<file path="src/rtl/serial_bus_pkg.sv">
// Shared types and helpers for the serial bus arbiter.
package serial_bus_pkg;

  typedef enum logic [1:0] {
    StIdle,
    StGranted,
    StRelease
  } arb_state_t;

  localparam int unsigned DefaultTimeout = 64;

  // Width of an index into n masters; never below one bit.
  function automatic int unsigned owner_width(int unsigned n);
    return (n > 1) ? $clog2(n) : 1;
  endfunction

endpackage

</file>
<file path="src/rtl/rr_priority_picker.sv">
// Round-robin picker: first set request at or above ptr, wrapping to bit 0.
module rr_priority_picker
  import serial_bus_pkg::*;
#(
  parameter int unsigned NUM_MASTERS = 2,
  parameter int unsigned IdxW        = owner_width(NUM_MASTERS)
) (
  input  logic [NUM_MASTERS-1:0] req,
  input  logic [IdxW-1:0]        ptr,
  output logic [NUM_MASTERS-1:0] winner,
  output logic [IdxW-1:0]        winner_idx,
  output logic                   valid
);

  logic [IdxW:0] cand;

  always_comb begin
    winner     = '0;
    winner_idx = '0;
    valid      = 1'b0;
    cand       = '0;
    for (int unsigned k = 0; k < NUM_MASTERS; k++) begin
      cand = {1'b0, ptr} + (IdxW + 1)'(k);
      if (cand >= (IdxW + 1)'(NUM_MASTERS)) begin
        cand = cand - (IdxW + 1)'(NUM_MASTERS);
      end
      if (!valid && req[cand[IdxW-1:0]]) begin
        valid      = 1'b1;
        winner_idx = cand[IdxW-1:0];
      end
    end
    if (valid) begin
      winner[winner_idx] = 1'b1;
    end
  end

endmodule

</file>
<file path="src/rtl/serial_bus_arbiter.sv">
// Round-robin arbiter multiplexing several serial-bus masters onto one slave port,
// with a turnaround cycle between owners and a watchdog that reclaims a hung bus.
module serial_bus_arbiter
  import serial_bus_pkg::*;
#(
  parameter int unsigned NUM_MASTERS    = 2,
  parameter int unsigned TIMEOUT_CYCLES = DefaultTimeout
) (
  input  logic                                  clk,
  input  logic                                  rst,
  input  logic [NUM_MASTERS-1:0]                m_req,
  input  logic [NUM_MASTERS-1:0]                m_mode,
  input  logic [NUM_MASTERS-1:0]                m_wr_bus,
  input  logic [NUM_MASTERS-1:0]                m_valid,
  input  logic [NUM_MASTERS-1:0]                m_ready,
  output logic [NUM_MASTERS-1:0]                m_grant,
  output logic [NUM_MASTERS-1:0]                m_rd_bus,
  output logic [NUM_MASTERS-1:0]                m_slave_ready,
  output logic [NUM_MASTERS-1:0]                m_slave_valid,
  output logic                                  s_mode,
  output logic                                  s_wr_bus,
  output logic                                  s_master_valid,
  output logic                                  s_master_ready,
  input  logic                                  s_rd_bus,
  input  logic                                  s_slave_ready,
  input  logic                                  s_slave_valid,
  output logic                                  busy,
  output logic [owner_width(NUM_MASTERS)-1:0]   owner,
  output logic                                  timeout
);

  localparam int unsigned IdxW  = owner_width(NUM_MASTERS);
  localparam int unsigned WdogW = $clog2(TIMEOUT_CYCLES);
  localparam logic [WdogW-1:0] WdogLast = WdogW'(TIMEOUT_CYCLES - 1);
  localparam logic [IdxW-1:0]  IdxLast  = IdxW'(NUM_MASTERS - 1);

  arb_state_t             state_q, state_d;
  logic [NUM_MASTERS-1:0] grant_q, grant_d;
  logic [IdxW-1:0]        owner_q, owner_d;
  logic [IdxW-1:0]        ptr_q, ptr_d;
  logic [WdogW-1:0]       wdog_q, wdog_d;
  logic                   timeout_q, timeout_d;

  logic [NUM_MASTERS-1:0] pick_onehot;
  logic [IdxW-1:0]        pick_idx;
  logic                   pick_valid;

  rr_priority_picker #(
    .NUM_MASTERS (NUM_MASTERS),
    .IdxW        (IdxW)
  ) u_picker (
    .req        (m_req),
    .ptr        (ptr_q),
    .winner     (pick_onehot),
    .winner_idx (pick_idx),
    .valid      (pick_valid)
  );

  always_comb begin
    state_d   = state_q;
    grant_d   = grant_q;
    owner_d   = owner_q;
    ptr_d     = ptr_q;
    wdog_d    = wdog_q;
    timeout_d = 1'b0;
    unique case (state_q)
      StIdle: begin
        if (pick_valid) begin
          state_d = StGranted;
          grant_d = pick_onehot;
          owner_d = pick_idx;
          wdog_d  = '0;
        end
      end
      StGranted: begin
        // A voluntary release wins over a coincident watchdog expiry.
        if (!m_req[owner_q]) begin
          state_d = StRelease;
          grant_d = '0;
        end else if (wdog_q == WdogLast) begin
          state_d   = StRelease;
          grant_d   = '0;
          timeout_d = 1'b1;
        end else begin
          wdog_d = wdog_q + WdogW'(1);
        end
      end
      StRelease: begin
        state_d = StIdle;
        ptr_d   = (owner_q == IdxLast) ? '0 : owner_q + IdxW'(1);
      end
      default: state_d = StIdle;
    endcase
  end

  always_ff @(posedge clk) begin
    if (rst) begin
      state_q   <= StIdle;
      grant_q   <= '0;
      owner_q   <= '0;
      ptr_q     <= '0;
      wdog_q    <= '0;
      timeout_q <= 1'b0;
    end else begin
      state_q   <= state_d;
      grant_q   <= grant_d;
      owner_q   <= owner_d;
      ptr_q     <= ptr_d;
      wdog_q    <= wdog_d;
      timeout_q <= timeout_d;
    end
  end

  // Grant is one-hot or zero, so AND-OR selection is a clean mux that idles at 0.
  assign s_mode         = |(m_mode & grant_q);
  assign s_wr_bus       = |(m_wr_bus & grant_q);
  assign s_master_valid = |(m_valid & grant_q);
  assign s_master_ready = |(m_ready & grant_q);

  assign m_rd_bus      = grant_q & {NUM_MASTERS{s_rd_bus}};
  assign m_slave_ready = grant_q & {NUM_MASTERS{s_slave_ready}};
  assign m_slave_valid = grant_q & {NUM_MASTERS{s_slave_valid}};

  assign m_grant = grant_q;
  assign busy    = (state_q == StGranted);
  assign owner   = owner_q;
  assign timeout = timeout_q;

endmodule

</file>
<file path="config.mk">
export PLATFORM = sky130hd
export DESIGN_NAME = serial_bus_arbiter
export DESIGN_NICKNAME = d
export VERILOG_FILES = /design/src/rtl/serial_bus_pkg.sv /design/src/rtl/rr_priority_picker.sv /design/src/rtl/serial_bus_arbiter.sv
export SDC_FILE = /design/constraint.sdc
export NUM_CORES = 1
export LEC_CHECK = 0
export ABC_AREA = 1
export CORE_AREA = 2 2 43 49
export CTS_CLUSTER_DIAMETER = 150
export DETAILED_ROUTE_END_ITERATION = 12
export DIE_AREA = 0 0 45 51
export PLACE_DENSITY = 0.8
export RECOVER_POWER = 25
export SLEW_MARGIN = 40
export SYNTH_ARGS = -nofsm -noshare
export SYNTH_HDL_FRONTEND = slang
export SYNTH_SLANG_ARGS = --single-unit
export TNS_END_PERCENT = 30
</file>
<file path="constraint.sdc">
create_clock -name clk -period 2.39 [get_ports clk]
set_input_delay 0.239 -clock clk [delete_from_list [all_inputs] [get_ports clk]]
set_output_delay 0.239 -clock clk [all_outputs]
set_load 0.01 [all_outputs]
</file>
==> summary.txt, run 1 <==
Route
  – First-pass DRT Iterations: 4
  – Final ANT Viol Nets: 0
  – Post-Route M1 WL: 726 um
  – Met2 routed WL: 898 um
  – Routed wire per std cell: 10.6 um
  – Met3 WL: 177 um
  – DR vias/cell: 5.10
  – Top Metal Used: met4
  – Routed vias: 887
  – Final WL: 1.84 mm
  – Initial drt markers: 11
  – DRC: 0

Final layout
  – Filler cells: 171
  – Final cell count without fillers: 174
  – Ant diodes: 0
  – Share of cells above drive strength 1: 6.45%
  – Area Overhead vs Synth: 42.0%
  – Final core utilization: 58.6%
  – Layout Nets: 172

Placed design
  – Inst Count DP: 170
  – IO Port Bufs: 29
  – GP Congestion: 0.849
  – Dpl hpwl: 1.48 mm

Synthesis
  – Cells after synthesis: 125
  – Net Count, Synth: 141
  – Synth Warn #: 0
  – XOR/XNOR Fraction of Synth Area: 0%
  – Syn Area/Cell: 6.18 um2
  – Post-synthesis compound-gate area fraction: 11.5%
  – Count of unique library cells instantiated by Yosys: 20
  – Adder-cell share of the synthesized area: 1.62%
  – Post-synth design cell area: 772 um2
  – Register area share after synthesis: 33.7%
  – Largest family of logic cells by synthesized area: simple AND/OR/NAND/NOR gates
  – Synth Area in Simple Gates: 40.0%
  – #FFs+latches synth: 13
  – Mux share of post-synthesis cell area: 0%

Floorplanning
  – DIE WIDTH: 45 um
  – Die H: 51 um
  – Number of I/O pins: 30
  – Starting density of the core: 41.2%
  – Rows: 17
  – Core Area: 1870 um2
  – Die Area: 2300 um2

Worst setup path
  – Crit start category: register
  – Worst EP required: 2.15 ns
  – Worst setup path category: register to output pin
  – Max FO, Critical Path: 9
  – CP endpoint kind: output pin
  – Worst Path Arrival: 1.51 ns

STA
  – Normalized max-slew margin: 79.2%
  – TNS Setup: 0 ns
  – Final Max Tran Viols: 0
  – Final critical-path share of the clock period: 73.0%
  – Clock skew: 0.000728 ns
  – Measured slew at the worst slew-check pin: 0.310 ns
  – Hold Vio Cnt, Final: 0
  – Setup violations, final: 0
  – Minimum clock period: 1.75 ns
  – Max Freq: 0.573 GHz
  – RSZ-0062 raised after global routing: no
  – Hold Slack: 0.493 ns

Power and ir drop
  – Total power: 0.643 mW
  – Leak pwr: 0.542 nW
  – VDD IR max: 392 uV
  – PwrDens: 586 nW/um2

Clocking
  – Post-cts resize count: 0
  – Root Buffer: clkbuf_4
  – CTS Buf Count: 3
  – H-tree depth: 1
  – Postcts setup bufs: 0
  – CTS Buffer Depth: 2
  – Post-CTS Hold Buffers: 0
  – Clock slew at reported path FFs: 0.08 ns
  – CTS tree: done
  – Clk_lat worst skew: 0.29 ns
  – Clk sink count: 13

Global routing
  – Global Route Usage Sum: 16.5%
  – Largest net degree at the start of global routing: 10
  – Vias in the first global route: 737
  – Congestion Overflow GR: 0
  – Initial antenna violation count: 0
  – First-pass GRT wire length: 2.87 mm

Worst hold path
  – Hold WC Path Type: register to register

Job
  – Max-Cap Viols: 0

Run status
  – Outcome: complete, no violations
## layout by cell type (no fill, tap or decap), drive strengths merged
cell type	n
a21oi	6
a22o	4
a311oi	1
clkbuf	4
clkdlybuf4s50	26
dfxtp	13
dlygate4sd3	3
ha	1
inv	24
nand2	41
nand3	6
nand4	3
nor2	18
nor3	1
nor4	1
o21ai	3
## cell usage after synthesis
library cell | n | area (um2)
nand2_2 | 2 | 12.5
ha_1 | 1 | 12.5
inv_2 | 2 | 7.51
dfxtp_1 | 13 | 260
nand3_2 | 1 | 10.0
nand2_1 | 38 | 143
nor3_1 | 1 | 5.00
a21oi_1 | 6 | 30.0
nor2_4 | 1 | 11.3
nor2_1 | 16 | 60.1
nor2_2 | 1 | 6.26
nand2_4 | 1 | 11.3
nand4_1 | 3 | 18.8
inv_1 | 22 | 82.6
clkbuf_1 | 3 | 11.3
a22o_1 | 4 | 35.0
o21ai_0 | 3 | 15.0
nand3_1 | 5 | 25.0
a311oi_1 | 1 | 8.76
nor4_1 | 1 | 6.26
## cell families after synthesis
family / count (synthesis)
fa+ha+maj: 1
compound gates: 14
buf+inv: 27
simple gates: 70
flops: 13
## worst max-delay path, stage by stage, from the launching register on
cell             delay, ns
dfxtp_1               0.49
a22o_1                0.20
clkdlybuf4s50_1       0.53
## flip-flops by register name, summed over array words and instances (netlist names)
signal and count:
timeout 1, m_grant 2, state_q 2, wdog_q 6, ptr_q 1, owner 1
## area by class of cell
| type | count | area (um2) | share of cell area [%] |
|---|---|---|---|
| flip-flops and latches | 13 | 260 | 23.7 |
| multi-input cells | 85 | 405 | 37.0 |
| clock buffers | 4 | 26.3 | 2.40 |
| well taps | 19 | 23.8 | 2.17 |
| inverters | 24 | 90.1 | 8.22 |
| repair buffers | 29 | 290 | 26.5 |
## metrics by stage
stage | worst slack, ns | instance area, um2
global placement | 0.802 | 1070
finish | 0.645 | 1100
CTS | 0.650 | 1100
global route | 0.572 | 1100
floorplan | 1.14 | 772
detailed placement | 0.774 | 1070
## layer usage
| metal | vias to the layer above | global-route usage, % |
|---|---|---|
| met4 | 0 | 8.82 |
| met2 | 30 | 30.0 |
| met5 | - | 0 |
| li1 | 451 | - |
| met1 | 401 | 16.4 |
| met3 | 5 | 4.24 |
## power breakdown
part | leakage (nW) | switching [mW] | internal (mW)
Sequential | 0.106 | 0.0269 | 0.237
Clock | 0.0150 | 0.0766 | 0.0650
Combinational | 0.421 | 0.117 | 0.121
Total | 0.542 | 0.220 | 0.422
## final timing paths
check	startpoint	endpoint	slack (ns)	cells past startpoint
worst min-delay path	wdog_q[5]$_SDFFE_PP0P_	wdog_q[5]$_SDFFE_PP0P_	0.49	2
worst min register to register	wdog_q[5]$_SDFFE_PP0P_	wdog_q[5]$_SDFFE_PP0P_	0.49	2
worst max-delay path	m_grant[1]$_SDFFE_PP0P_	s_master_ready	0.64	2
worst max register to register	wdog_q[0]$_SDFFE_PP0P_	wdog_q[4]$_SDFFE_PP0P_	0.89	9
No activity file was read; power rests on OpenSTA's default activity.
==> inputs of run 2 (changes only) <==
--- a/config.mk
+++ b/config.mk
@@ -6,11 +6,11 @@
 export NUM_CORES = 1
 export LEC_CHECK = 0
 export ABC_AREA = 1
-export CORE_AREA = 2 2 43 49
+export CORE_AREA = 2 2 46 53
 export CTS_CLUSTER_DIAMETER = 150
 export DETAILED_ROUTE_END_ITERATION = 12
-export DIE_AREA = 0 0 45 51
-export PLACE_DENSITY = 0.8
+export DIE_AREA = 0 0 48 55
+export PLACE_DENSITY = 0.73
 export RECOVER_POWER = 25
 export SLEW_MARGIN = 40
 export SYNTH_ARGS = -nofsm -noshare
==> constraint.sdc (replaced) <==
create_clock -name clk -period 1.6 [get_ports clk]
set_input_delay 0.16 -clock clk [delete_from_list [all_inputs] [get_ports clk]]
set_output_delay 0.16 -clock clk [all_outputs]
set_load 0.01 [all_outputs]
==> run 2 against run 1 <==
  * Combinational power is 54% higher
  * Cell count is 7.5% higher
  * Critical path type unchanged
  * First-iteration DRC count is 9.1% lower
  * Power is 51% higher
  * Routed wire length is 2.2% higher
  * Via count is 1.5% lower
  * Register-to-register slack worse by 0.73 ns
  * Flip-flop and latch count stayed put
==> summary.txt, run 2 (synthesized netlist as in run 1, its figures left out) <==
Final layout
  – Filler cells: 219 (+28%)
  – Share of cells above drive strength 1: 8.92% (+2.5 points)
  – Commonest non-fill, non-tap cell in the layout: nand2_1
  – Layout Nets: 174 (+1.2%)
  – Max reg flops: 6 (unchanged)
  – Top reg by flops: wdog_q
  – Most frequent cells in the layout: nand2_1, clkdlybuf4s50_1, inv_1, nor2_1, dfxtp_1
  – Final core utilization: 52.9% (-5.7 points)
  – Area Overhead vs Synth: 46.5%
  – Ant diodes: 0 (unchanged)

Floorplanning
  – DIE WIDTH: 48 um (+6.7%)
  – Number of I/O pins: 30 (unchanged)
  – Core Area: 2140 um2 (+14%)
  – Rows: 18 (+1)
  – Die H: 55 um (+7.8%)
  – Die Area: 2640 um2 (+15%)
  – Starting density of the core: 36.1% (-5.2 points)

Clocking
  – CTS Buf Count: 3 (unchanged)
  – Clk_lat worst skew: 0.28 ns (about the same)
  – CTS Buffer Depth: 2 (unchanged)
  – Post-CTS Hold Buffers: 0 (unchanged)
  – CTS tree: done
  – H-tree depth: 1 (unchanged)
  – Clk sink count: 13 (unchanged)
  – Clock slew at reported path FFs: 0.08 ns (about the same)
  – Root Buffer: clkbuf_4

Placed design
  – GP Congestion: 0.880 (+3.5%)
  – DP Worst Slack: 0.136 ns (-0.638 ns)
  – IO Port Bufs: 29 (unchanged)
  – Dpl hpwl: 1.53 mm (+3.3%)

Global routing
  – Congestion Overflow GR: 0 (unchanged)
  – Global Route Usage Sum: 15.7% (-0.77 points)
  – First-pass GRT wire length: 2.89 mm (+0.73%)
  – Initial antenna violation count: 0 (unchanged)
  – Largest net degree at the start of global routing: 10 (unchanged)
  – Vias in the first global route: 731 (-0.81%)

Route
  – DR vias/cell: 4.67 (-8.3%)
  – Initial drt markers: 10 (-1)
  – DRC: 0 (unchanged)
  – Routed wire per std cell: 10.1 um (-4.9%)
  – Final ANT Viol Nets: 0 (unchanged)
  – Final WL: 1.88 mm (+2.2%)
  – First-pass DRT Iterations: 4 (unchanged)
  – Routed vias: 874 (-1.5%)

STA
  – RSZ-0062 raised after global routing: no
  – Max Freq: 0.655 GHz
  – Hold Slack: 0.478 ns (-0.0149 ns)
  – Measured slew at the worst slew-check pin: 0.252 ns (-0.0583 ns)
  – Final critical-path share of the clock period: 95.4%
  – Normalized max-slew margin: 83.1% (+3.9 points)
  – Setup violations, final: 0 (unchanged)
  – Post-route setup slack: 0.0742 ns (-0.570 ns)
  – Hold Vio Cnt, Final: 0 (unchanged)
  – Minimum clock period: 1.53 ns
  – TNS Setup: 0 ns (unchanged)
  – Final Max Tran Viols: 0 (unchanged)
  – Clock skew: 0.00521 ns (+0.00448 ns)

Worst setup path
  – R2r setup slk: 0.16 ns (-0.73 ns)
  – Worst setup path category: register to output pin
  – Worst Path Arrival: 1.37 ns (-0.14 ns)
  – Worst setup startpoint: m_grant[0]$_SDFFE_PP0P_
  – CP endpoint kind: output pin
  – Crit start category: register
  – R2r startpoint: wdog_q[0]$_SDFFE_PP0P_
  – Worst EP required: 1.44 ns (-0.71 ns)
  – Max FO, Critical Path: 9 (unchanged)

Worst hold path
  – Hold WC Path Type: register to register
  – Min-Delay Startpoint: wdog_q[5]$_SDFFE_PP0P_

Power and ir drop
  – VDD IR max: 707 uV (+80%)
  – Total power: 0.968 mW (+51%)
  – Leak pwr: 0.552 nW (+1.9%)
  – PwrDens: 856 nW/um2 (+46%)

Run status
  – Outcome: complete, no violations

Job
  – Max-Cap Viols: 0 (unchanged)
==> run 2: critical path, stage by stage, from the launching register on <==
cell	delay (ns)
dfxtp_2	0.41
a22o_1	0.15
clkdlybuf4s50_1	0.53
==> run 2: through the flow <==
stage / cells / instance area, um2
CTS: 187 / 1130
global placement: 183 / 1100
global route: 187 / 1130
floorplan: 125 / 772
finish: 187 / 1130
detailed placement: 183 / 1100
==> run 2: layout make-up <==
class | count | area, um2 | share of cell area, %
Inverter | 24 | 90.1 | 7.96
Clock buffer | 4 | 26.3 | 2.32
Multi-Input combinational cell | 85 | 410 | 36.3
Tap cell | 30 | 37.5 | 3.32
Sequential cell | 13 | 265 | 23.5
Timing Repair Buffer | 31 | 302 | 26.7
==> run 2: worst paths after layout <==
| kind | endpoint | cells after the start |
|---|---|---|
| min reg2reg | wdog_q[5]$_SDFFE_PP0P_ | 2 |
| max reg2reg | wdog_q[3]$_SDFFE_PP0P_ | 9 |
| max | s_mode | 2 |
| min | wdog_q[5]$_SDFFE_PP0P_ | 2 |
==> run 2: timing repair <==
action / CTS / global route
gates resized for setup: 2 / 2
endpoints found under the setup margin: 6 / 2
buffers inserted: 0 / 0
==> run 2: layer usage <==
metal / track usage, % / vias to the layer above / wire (um)
li1: - / 451 / -
met1: 16.4 / 378 / 755
met2: 28.2 / 39 / 885
met3: 3.25 / 6 / 191
met4: 9.01 / 0 / 47
met5: 0 / - / 0
==> run 2: where the power goes <==
group / switching, mW / total, mW / internal (mW)
combinational: 0.180 / 0.365 / 0.185
sequential: 0.0398 / 0.396 / 0.357
clock: 0.110 / 0.207 / 0.0968
